<file path="config.mk">
export PLATFORM = sky130hd
export DESIGN_NAME = invoke_argmove
export DESIGN_NICKNAME = d
export VERILOG_FILES = /design/src/rtl/invoke_argmove.sv
export SDC_FILE = /design/constraint.sdc
export NUM_CORES = 1
export LEC_CHECK = 0
export CORE_MARGIN = 3
export CORE_UTILIZATION = 42
export CTS_CLUSTER_DIAMETER = 60
export DETAILED_ROUTE_END_ITERATION = 10
export GPL_ROUTABILITY_DRIVEN = 0
export GPL_TIMING_DRIVEN = 0
export PLACE_DENSITY = 0.82
export SYNTH_ARGS = -nofsm -noshare
export SYNTH_HDL_FRONTEND = slang
export SYNTH_SLANG_ARGS = --single-unit
</file>
<file path="constraint.sdc">
create_clock -name clk -period 2.2 [get_ports clk]
set_input_delay 0.55 -clock clk [delete_from_list [all_inputs] [get_ports clk]]
set_output_delay 0.55 -clock clk [all_outputs]
set_load 0.005 [all_outputs]
</file>
<file path="src/rtl/invoke_argmove.sv">
// invoke_argmove: pops argc stack operands into consecutive LVA slots (last-pushed first), with range check.
// Optional ARGMOVE_TIMEOUT_EN adds a watchdog on the stack/LVA handshakes.
module invoke_argmove #(
  parameter int DATA_W    = 32,
  parameter int IDX_W     = 8,
  parameter int LVA_DEPTH = 8,
  parameter int ARGC_W    = 4,
  parameter int TIMEOUT   = 64
) (
  input  logic              clk,
  input  logic              rst_n,
  input  logic              start,
  input  logic [ARGC_W-1:0] argc,
  input  logic [IDX_W-1:0]  base,
  output logic              busy,
  output logic              done,
  output logic              err,
  output logic [ARGC_W-1:0] argsmoved,
  output logic              evalpush,
  output logic              evaltrigger,
  input  logic [DATA_W-1:0] evalread,
  input  logic              evaldone,
  output logic              lvaop,
  output logic              lvatrigger,
  output logic [IDX_W-1:0]  lvaindex,
  output logic [DATA_W-1:0] lvawrite,
  input  logic              lvadone
);
  typedef enum logic [2:0] {IDLE, CHECK, POP_REQ, POP_WAIT, WR_REQ, WR_WAIT, FIN} state_t;
  state_t            state;
  logic [ARGC_W-1:0] rem;
  logic [IDX_W-1:0]  base_r;
  logic [IDX_W:0]    span;
  logic              expired;
  if (TIMEOUT < 2 || LVA_DEPTH < 1) begin : g_param_check
    $error("invoke_argmove: TIMEOUT must be >= 2 and LVA_DEPTH >= 1");
  end
  assign evalpush = 1'b0;
  assign span = {1'b0, base_r} + (IDX_W+1)'(rem);
`ifdef ARGMOVE_TIMEOUT_EN
  localparam int CW = $clog2(TIMEOUT + 1);
  logic [CW-1:0] wait_cnt;
  assign expired = wait_cnt == CW'(TIMEOUT - 1);
  // Cleared in every non-waiting state, so it restarts at 0 on each entry to a wait state.
  always_ff @(posedge clk or negedge rst_n)
    if (!rst_n) wait_cnt <= '0;
    else wait_cnt <= (state == POP_WAIT || state == WR_WAIT) ? wait_cnt + CW'(1) : '0;
`else
  assign expired = 1'b0;
`endif
  always_ff @(posedge clk or negedge rst_n)
    if (!rst_n) begin
      state       <= IDLE;
      rem         <= '0;
      base_r      <= '0;
      busy        <= 1'b0;
      done        <= 1'b0;
      err         <= 1'b0;
      argsmoved   <= '0;
      evaltrigger <= 1'b0;
      lvaop       <= 1'b0;
      lvatrigger  <= 1'b0;
      lvaindex    <= '0;
      lvawrite    <= '0;
    end else begin
      done        <= 1'b0;
      evaltrigger <= 1'b0;
      lvatrigger  <= 1'b0;
      case (state)
        IDLE: if (start) begin
          rem       <= argc;
          base_r    <= base;
          argsmoved <= '0;
          err       <= 1'b0;
          busy      <= 1'b1;
          state     <= CHECK;
        end
        CHECK: if (span > (IDX_W+1)'(LVA_DEPTH)) begin
          err   <= 1'b1;
          done  <= 1'b1;
          state <= FIN;
        end else if (rem == '0) begin
          done  <= 1'b1;
          state <= FIN;
        end else begin
          evaltrigger <= 1'b1;
          state       <= POP_REQ;
        end
        POP_REQ: state <= POP_WAIT;
        POP_WAIT: if (evaldone) begin
          lvawrite   <= evalread;
          lvaindex   <= base_r + IDX_W'(rem) - IDX_W'(1);
          lvaop      <= 1'b1;
          lvatrigger <= 1'b1;
          state      <= WR_REQ;
        end else if (expired) begin
          err   <= 1'b1;
          done  <= 1'b1;
          state <= FIN;
        end
        WR_REQ: state <= WR_WAIT;
        WR_WAIT: if (lvadone) begin
          rem         <= rem - ARGC_W'(1);
          argsmoved   <= argsmoved + ARGC_W'(1);
          lvaop       <= 1'b0;
          evaltrigger <= rem != ARGC_W'(1);
          done        <= rem == ARGC_W'(1);
          state       <= (rem != ARGC_W'(1)) ? POP_REQ : FIN;
        end else if (expired) begin
          lvaop <= 1'b0;
          err   <= 1'b1;
          done  <= 1'b1;
          state <= FIN;
        end
        FIN: begin
          busy  <= 1'b0;
          state <= IDLE;
        end
        default: state <= IDLE;
      endcase
    end
endmodule
</file>
# Word-level counts from Yosys, hierarchy flattened
# Cells that the tools add are included.
dict set report totals {
  regBits 65
  input_bits 49
  output_inout_bits 51
  word_cells 74
}
dict set report op_classes {
  addsub 5
  n_lt_le_gt_ge 1
  eq_ne 12
  mux 31
  n_reduce_logical 13
}
# operator count
set op_table {}
lappend op_table {{$mux 3} 6}
lappend op_table {{$pmux 3 s6} 1}
lappend op_table {{$mux 4} 4}
lappend op_table {{$pmux 4 s2} 2}
lappend op_table {{$mux 1} 13}
lappend op_table {{$reduce_and 3->1} 4}
lappend op_table {{$pmux 1 s2} 5}
lappend op_table {{$add 8x4->9} 1}
lappend op_table {{$eq 3x3->1 const B} 3}
lappend op_table {{$gt 9x4->1 const B} 1}
lappend op_table {{$add 8x4->8} 1}
lappend op_table {{$ne 2x2->1 const B} 4}
lappend op_table {{$reduce_bool 2->1} 4}
lappend op_table {{$sub 8x1->8 const B} 1}
lappend op_table {{$eq 3x2->1 const B} 2}
lappend op_table {{$reduce_and 2->1} 3}
lappend op_table {{$add 4x1->4 const B} 1}
lappend op_table {{$eq 4x1->1 const B} 1}
lappend op_table {{$logic_not 4->1} 1}
lappend op_table {{$ne 4x1->1 const B} 1}
lappend op_table {{$sub 4x1->4 const B} 1}
lappend op_table {{$eq 3x1->1 const B} 1}
lappend op_table {{$logic_not 3->1} 1}

# Logic depth before layout (Yosys ltp)
dict set report logic_depth {
  ltp_word 4
  depth_mapped 12
  mapped_depth_nobuf 12
}

# Worst setup path after synthesis
# Ideal clock, no wire load.
dict set report synth_timing {
  path_type {flip-flop to flip-flop}
  start {reg rem[1]}
  end {reg lvaindex[7]}
  setup_time_ps 122
  t_arrival_ps 2008
  required_ps 2078
  setup_slack_ps 70
  stages_incl_launch_ff 13
  n_path_buf 0
  period_less_slack_ps 2130
  cell_sequence {dfrtp_1 -> inv_1 -> ha_1 -> inv_1 -> ha_1 -> inv_1 -> fa_1 -> inv_1 -> a21oi_1 -> o21bai_1 -> a21oi_1 -> mux2i_1 -> nand2_1}
}
dict set report synth_via {
  elab_chain_len 2
}
# element line
set synth_rtl {}
lappend synth_rtl {{start: declaration} 31} ;# logic [ARGC_W-1:0] rem;
lappend synth_rtl {{start signal: assignment} 71} ;# rem <= argc;
lappend synth_rtl {{start signal: assignment} 103} ;# rem <= rem - ARGC_W'(1);
lappend synth_rtl {{$add 8x4->8} 92} ;# lvaindex <= base_r + IDX_W'(rem) - IDX_W'(1);
lappend synth_rtl {{$sub 8x1->8} 92}
lappend synth_rtl {{end signal: assignment} 92}
lappend synth_rtl {{end: declaration} 25} ;# output logic [IDX_W-1:0] lvaindex,
# Every way passes these cells.
# A chain may end at the register's enable or synchronous reset.

# Final worst setup path
dict set report layout_timing {
  start {reg rem[2]}
  end {reg evaltrigger}
}
dict set report layout_via {
  elab_chain_len 4
  word_cells_on_any_way 8
  classes_between {add/sub: 1; order compare: 1; eq/ne: 1; mux: 4; reduce/logical: 1}
}
# element line
set layout_rtl {}
lappend layout_rtl {{$add 8x4->9 or $logic_not 4->1 (tied branches)} {39, 82}}
lappend layout_rtl {{$gt 9x4->1 or $mux 1 (tied branches)} {78, 82}}
lappend layout_rtl {{$mux 1} 78} ;# CHECK: if (span > (IDX_W+1)'(LVA_DEPTH)) begin
lappend layout_rtl {{$pmux 1 s2 (*)} 69} ;# case (state)
lappend layout_rtl {{end signal: assignment} 60} ;# evaltrigger <= 1'b0;
lappend layout_rtl {{end signal: assignment} 67} ;# evaltrigger <= 1'b0;
lappend layout_rtl {{end signal: assignment} 86} ;# evaltrigger <= 1'b1;
lappend layout_rtl {{end: declaration} 20} ;# output logic evaltrigger,
# Every way passes the cells marked *; elsewhere a longest branch is shown, timed or not.

==> flow_summary.ini <==
[cts]
clk_pin_slew_worst_paths_ps = 70
tritoncts_num_sinks = 65
clkLatencyLatePin_ps = 340
cts_hold_buffers = 0
ctsRootBufferMaster = sky130_fd_sc_hd__clkbuf_8
cts-htree-levels = 3
tritoncts_buffers = 9
cts-root-to-sink-buffers = 2
tritoncts = built

[flow_run]
max-cap-violations = 0

[timing]
final-max-slew-violation-count = 0
timing_hold_violations_final = 0
worst_rel_slew_slack_pct = 46.57
setup-violations-final = 1
setup_slack_ps = -5.243
max_freq_ghz = 0.4535
setup_tns_final_ps = -5.243
timing_worst_slew_pin_value_ps = 801.4
fin_crit_ps = 2205
finalCritPeriodShare_pct = 100.2
grt_setup_unrepaired = yes
timing.clock.skew_ps = 10.62

[yosys]
share_of_the_yosys_chip_area_belonging_to_registers_pct = 51.18
async_flop_share_pct = 100.0
synth.largest_area_cell = sky130_fd_sc_hd__dfrtp_1
area_share_of_the_largest_cell_type_after_synthesis_pct = 51.18
number_of_flops_mapped_to_enable_cells_by_yosys = 0
ys_seq_elements = 65
ys_types = 36
ys_top_cells_by_area = sky130_fd_sc_hd__dfrtp_1 (51%), sky130_fd_sc_hd__nand2_1 (16%), sky130_fd_sc_hd__ha_1 (8.3%)
syn_avg_cell_area_sq_um = 9.029
ys_warn_count = 0
syn_inst = 352
synth.cell_area_sq_um = 3178
predominant_post_synthesis_flop_cell = sky130_fd_sc_hd__dfrtp_1
mappedNetlistNets = 424

[final_layout]
layout.cells.most_common_list = sky130_fd_sc_hd__nand2_1 (133), sky130_fd_sc_hd__clkdlybuf4s50_1 (97), sky130_fd_sc_hd__dfrtp_1 (62)
postLayoutCoreUtil_pct = 63.98
drive_gt1_share_pct = 12.68
most_common_cell_after_layout_fill_and_taps_aside = sky130_fd_sc_hd__nand2_1
fin_area_sq_um = 4666
num-nets-final = 540
antenna_diode_instance_count = 0
areaGrowthSynthToFinish_pct = 46.81

[drt]
totalWireLength_mm = 8.303
initialDrtViolationCount = 77
route.vias.total = 2791
drt.antenna.violating_nets = 0
drt-wirelength-per-cell_um = 14.52
drt_pass1_iterations = 4
remaining_drc_errors = 0
drt-vias-per-instance = 4.879

[grt]
grt_max_degree = 66
total_track_usage_pct = 19.19
grt_overflow_total = 0
antenna_found_initial = 0
first_pass_grt_wire_length_mm = 13.19
grt_pass1_vias = 2798

[die]
boundaryPins = 100
initial_utilization_pct = 43.58
dieArea_sq_um = 8646
coreArea_sq_um = 7292
die_w_um = 92.99
die_h_um = 92.99
placement_rows = 31

[power]
clock_power_share_pct = 16.2
maximum_resistive_drop_on_vdd_v = 0.0006175
portion_of_total_power_attributed_to_sequential_cells_pct = 30.7
p_leak_nw = 2.204
switching_share_pct = 38.63
net-switching-power_mw = 2.667
combinationalPowerShare_pct = 53.1
power_density_over_the_cells_nw_per_um2 = 1480
power_report.internal_total_mw = 4.238

[worst_setup_path]
timing.critical_path.from_type = flop
required_ps = 2470
cp_max_fo = 3
timing.critical_path.to_type = flop
setup.worst_path.class = reg2reg
timing.critical_path.arrival_ps = 2470

[outcome]
violated_checks = negative setup slack
status = finished, violations left

[place]
post-dp-hpwl_mm = 5.939
io_buffers = 98
placement.cell_area_sq_um = 4280

[worst_hold_path]
worstHoldPathType = in2async
worst paths after layout:
| check | start | to | slack [ps] | cells past startpoint |
|---|---|---|---|---|
| worst max register to register | rem[2]$_DFFE_PN0P_ | evaltrigger$_DFF_PN0_ | -5 | 8 |
| max in group asynchronous | rst_n | rem[3]$_DFFE_PN0P_ | 1350 | 1 |
| min in group clk | lvawrite[13]$_DFFE_PN0P_ | lvawrite[13]$_DFFE_PN0P_ | 470 | 2 |
| worst max-delay path | rem[2]$_DFFE_PN0P_ | evaltrigger$_DFF_PN0_ | -5 | 8 |
| worst min-delay path | rst_n | lvaindex[0]$_DFFE_PN0P_ | 300 | 1 |
| worst min register to register | lvawrite[13]$_DFFE_PN0P_ | lvawrite[13]$_DFFE_PN0P_ | 470 | 2 |
registers in the layout, summed over array words and instances (netlist names):
| register | flops |
|---|---|
| argsmoved | 4 |
| base_r | 8 |
| busy | 1 |
| done | 1 |
| err | 1 |
| evaltrigger | 1 |
| lvaindex | 8 |
| lvaop | 1 |
| lvatrigger | 1 |
| lvawrite | 32 |
| rem | 4 |
| state | 3 |
area by class of cell:
class                      count  area [sq um]
inverter                      23         86.33
tap                           99         123.9
clock buffer                  10         127.6
fill                         640          2626
multi-input combinational    251          1496
clock inverter                 6         92.59
timing repair buffer         105          1031
buffer                        13         77.57
sequential                    65          1630
power groups by stage:
stage | clock (mW) | combinational [mW] | sequential, mW
2_1_floorplan | 0 | 1.79 | 2.11
3_3_place_gp | 0 | 3.04 | 2.11
3_5_place_dp | 0 | 3.18 | 2.14
4_1_cts | 1.14 | 3.41 | 2.11
5_1_grt | 1.19 | 4.06 | 2.19
6_report | 1.12 | 3.67 | 2.12
critical path, cell delays in order (launching register included):
cell and delay, ps:
sky130_fd_sc_hd__dfrtp_2 430, sky130_fd_sc_hd__buf_4 140, sky130_fd_sc_hd__ha_1 240, sky130_fd_sc_hd__a21oi_2 170, sky130_fd_sc_hd__o22ai_1 110, sky130_fd_sc_hd__o31ai_1 300, sky130_fd_sc_hd__o21ai_1 180, sky130_fd_sc_hd__a2111oi_2 340
sky130_fd_sc_hd__a22o_1 220
what timing repair did:
item / in CTS / in global routing
resized for setup: 15 / 12
pin swaps: 5 / 4
buffers inserted: 4 / 3
endpoints found under the setup margin: 7 / 6
cell usage after synthesis, types with 2 or more instances:
| cell type | instances |
|---|---|
| sky130_fd_sc_hd__inv_2 | 2 |
| sky130_fd_sc_hd__nor2_1 | 7 |
| sky130_fd_sc_hd__and2_1 | 3 |
| sky130_fd_sc_hd__clkbuf_1 | 3 |
| sky130_fd_sc_hd__xnor2_1 | 5 |
| sky130_fd_sc_hd__buf_2 | 5 |
| sky130_fd_sc_hd__nand3_1 | 2 |
| sky130_fd_sc_hd__xor2_1 | 5 |
| sky130_fd_sc_hd__o21bai_1 | 4 |
| sky130_fd_sc_hd__o31ai_1 | 3 |
| sky130_fd_sc_hd__a21oi_1 | 12 |
| sky130_fd_sc_hd__fa_1 | 2 |
| sky130_fd_sc_hd__o21ai_0 | 24 |
| sky130_fd_sc_hd__and3_1 | 3 |
| sky130_fd_sc_hd__nor3_1 | 4 |
| sky130_fd_sc_hd__nand2_1 | 134 |
| sky130_fd_sc_hd__a22o_1 | 2 |
| sky130_fd_sc_hd__dfrtp_1 | 65 |
| sky130_fd_sc_hd__ha_1 | 21 |
| sky130_fd_sc_hd__o211ai_1 | 4 |
| sky130_fd_sc_hd__inv_1 | 21 |
| sky130_fd_sc_hd__o22ai_1 | 4 |
| sky130_fd_sc_hd__buf_4 | 4 |
through the flow:
step	hold slack [ps]	total power, mW	setup WS (ps)	instances
final	303.6	6.905	-5.243	572
after global routing	364.8	7.449	-67.21	572
after CTS	329.3	6.660	21.28	569
after detailed placement	461.2	5.328	-206.7	549
after global placement	457.7	5.150	-1552	549
after floorplan	254.4	3.900	70.07	352
logic make-up (layout without fill, tap and decap cells):
kind of cell | Yosys count | after routing | synth area share (%)
DFF | 65 | 65 | 51.18
AOI/OAI and AO/OA | 60 | 60 | 11.58
xor gates and xnor gates | 10 | 10 | 2.756
muxes | 1 | 1 | 0.3150
adders and majority gates | 23 | 23 | 9.528
and+or+nand+nor | 156 | 156 | 19.37
buffers and inverters | 36 | 157 | 5.158
other | 1 | 1 | 0.1180
per-layer routing:
metal / track usage [%] / vias up / routed length (um) / share of wire (%)
li1: - / 1384 / - / -
met1: 24.01 / 1315 / 3507 / 42
met2: 33.11 / 82 / 4259 / 51
met5: 0 / - / 0 / 0
met3: 3.620 / 10 / 419 / 5.0
met4: 6.960 / 0 / 116 / 1.4
No activity file was read; power rests on OpenSTA's default activity.
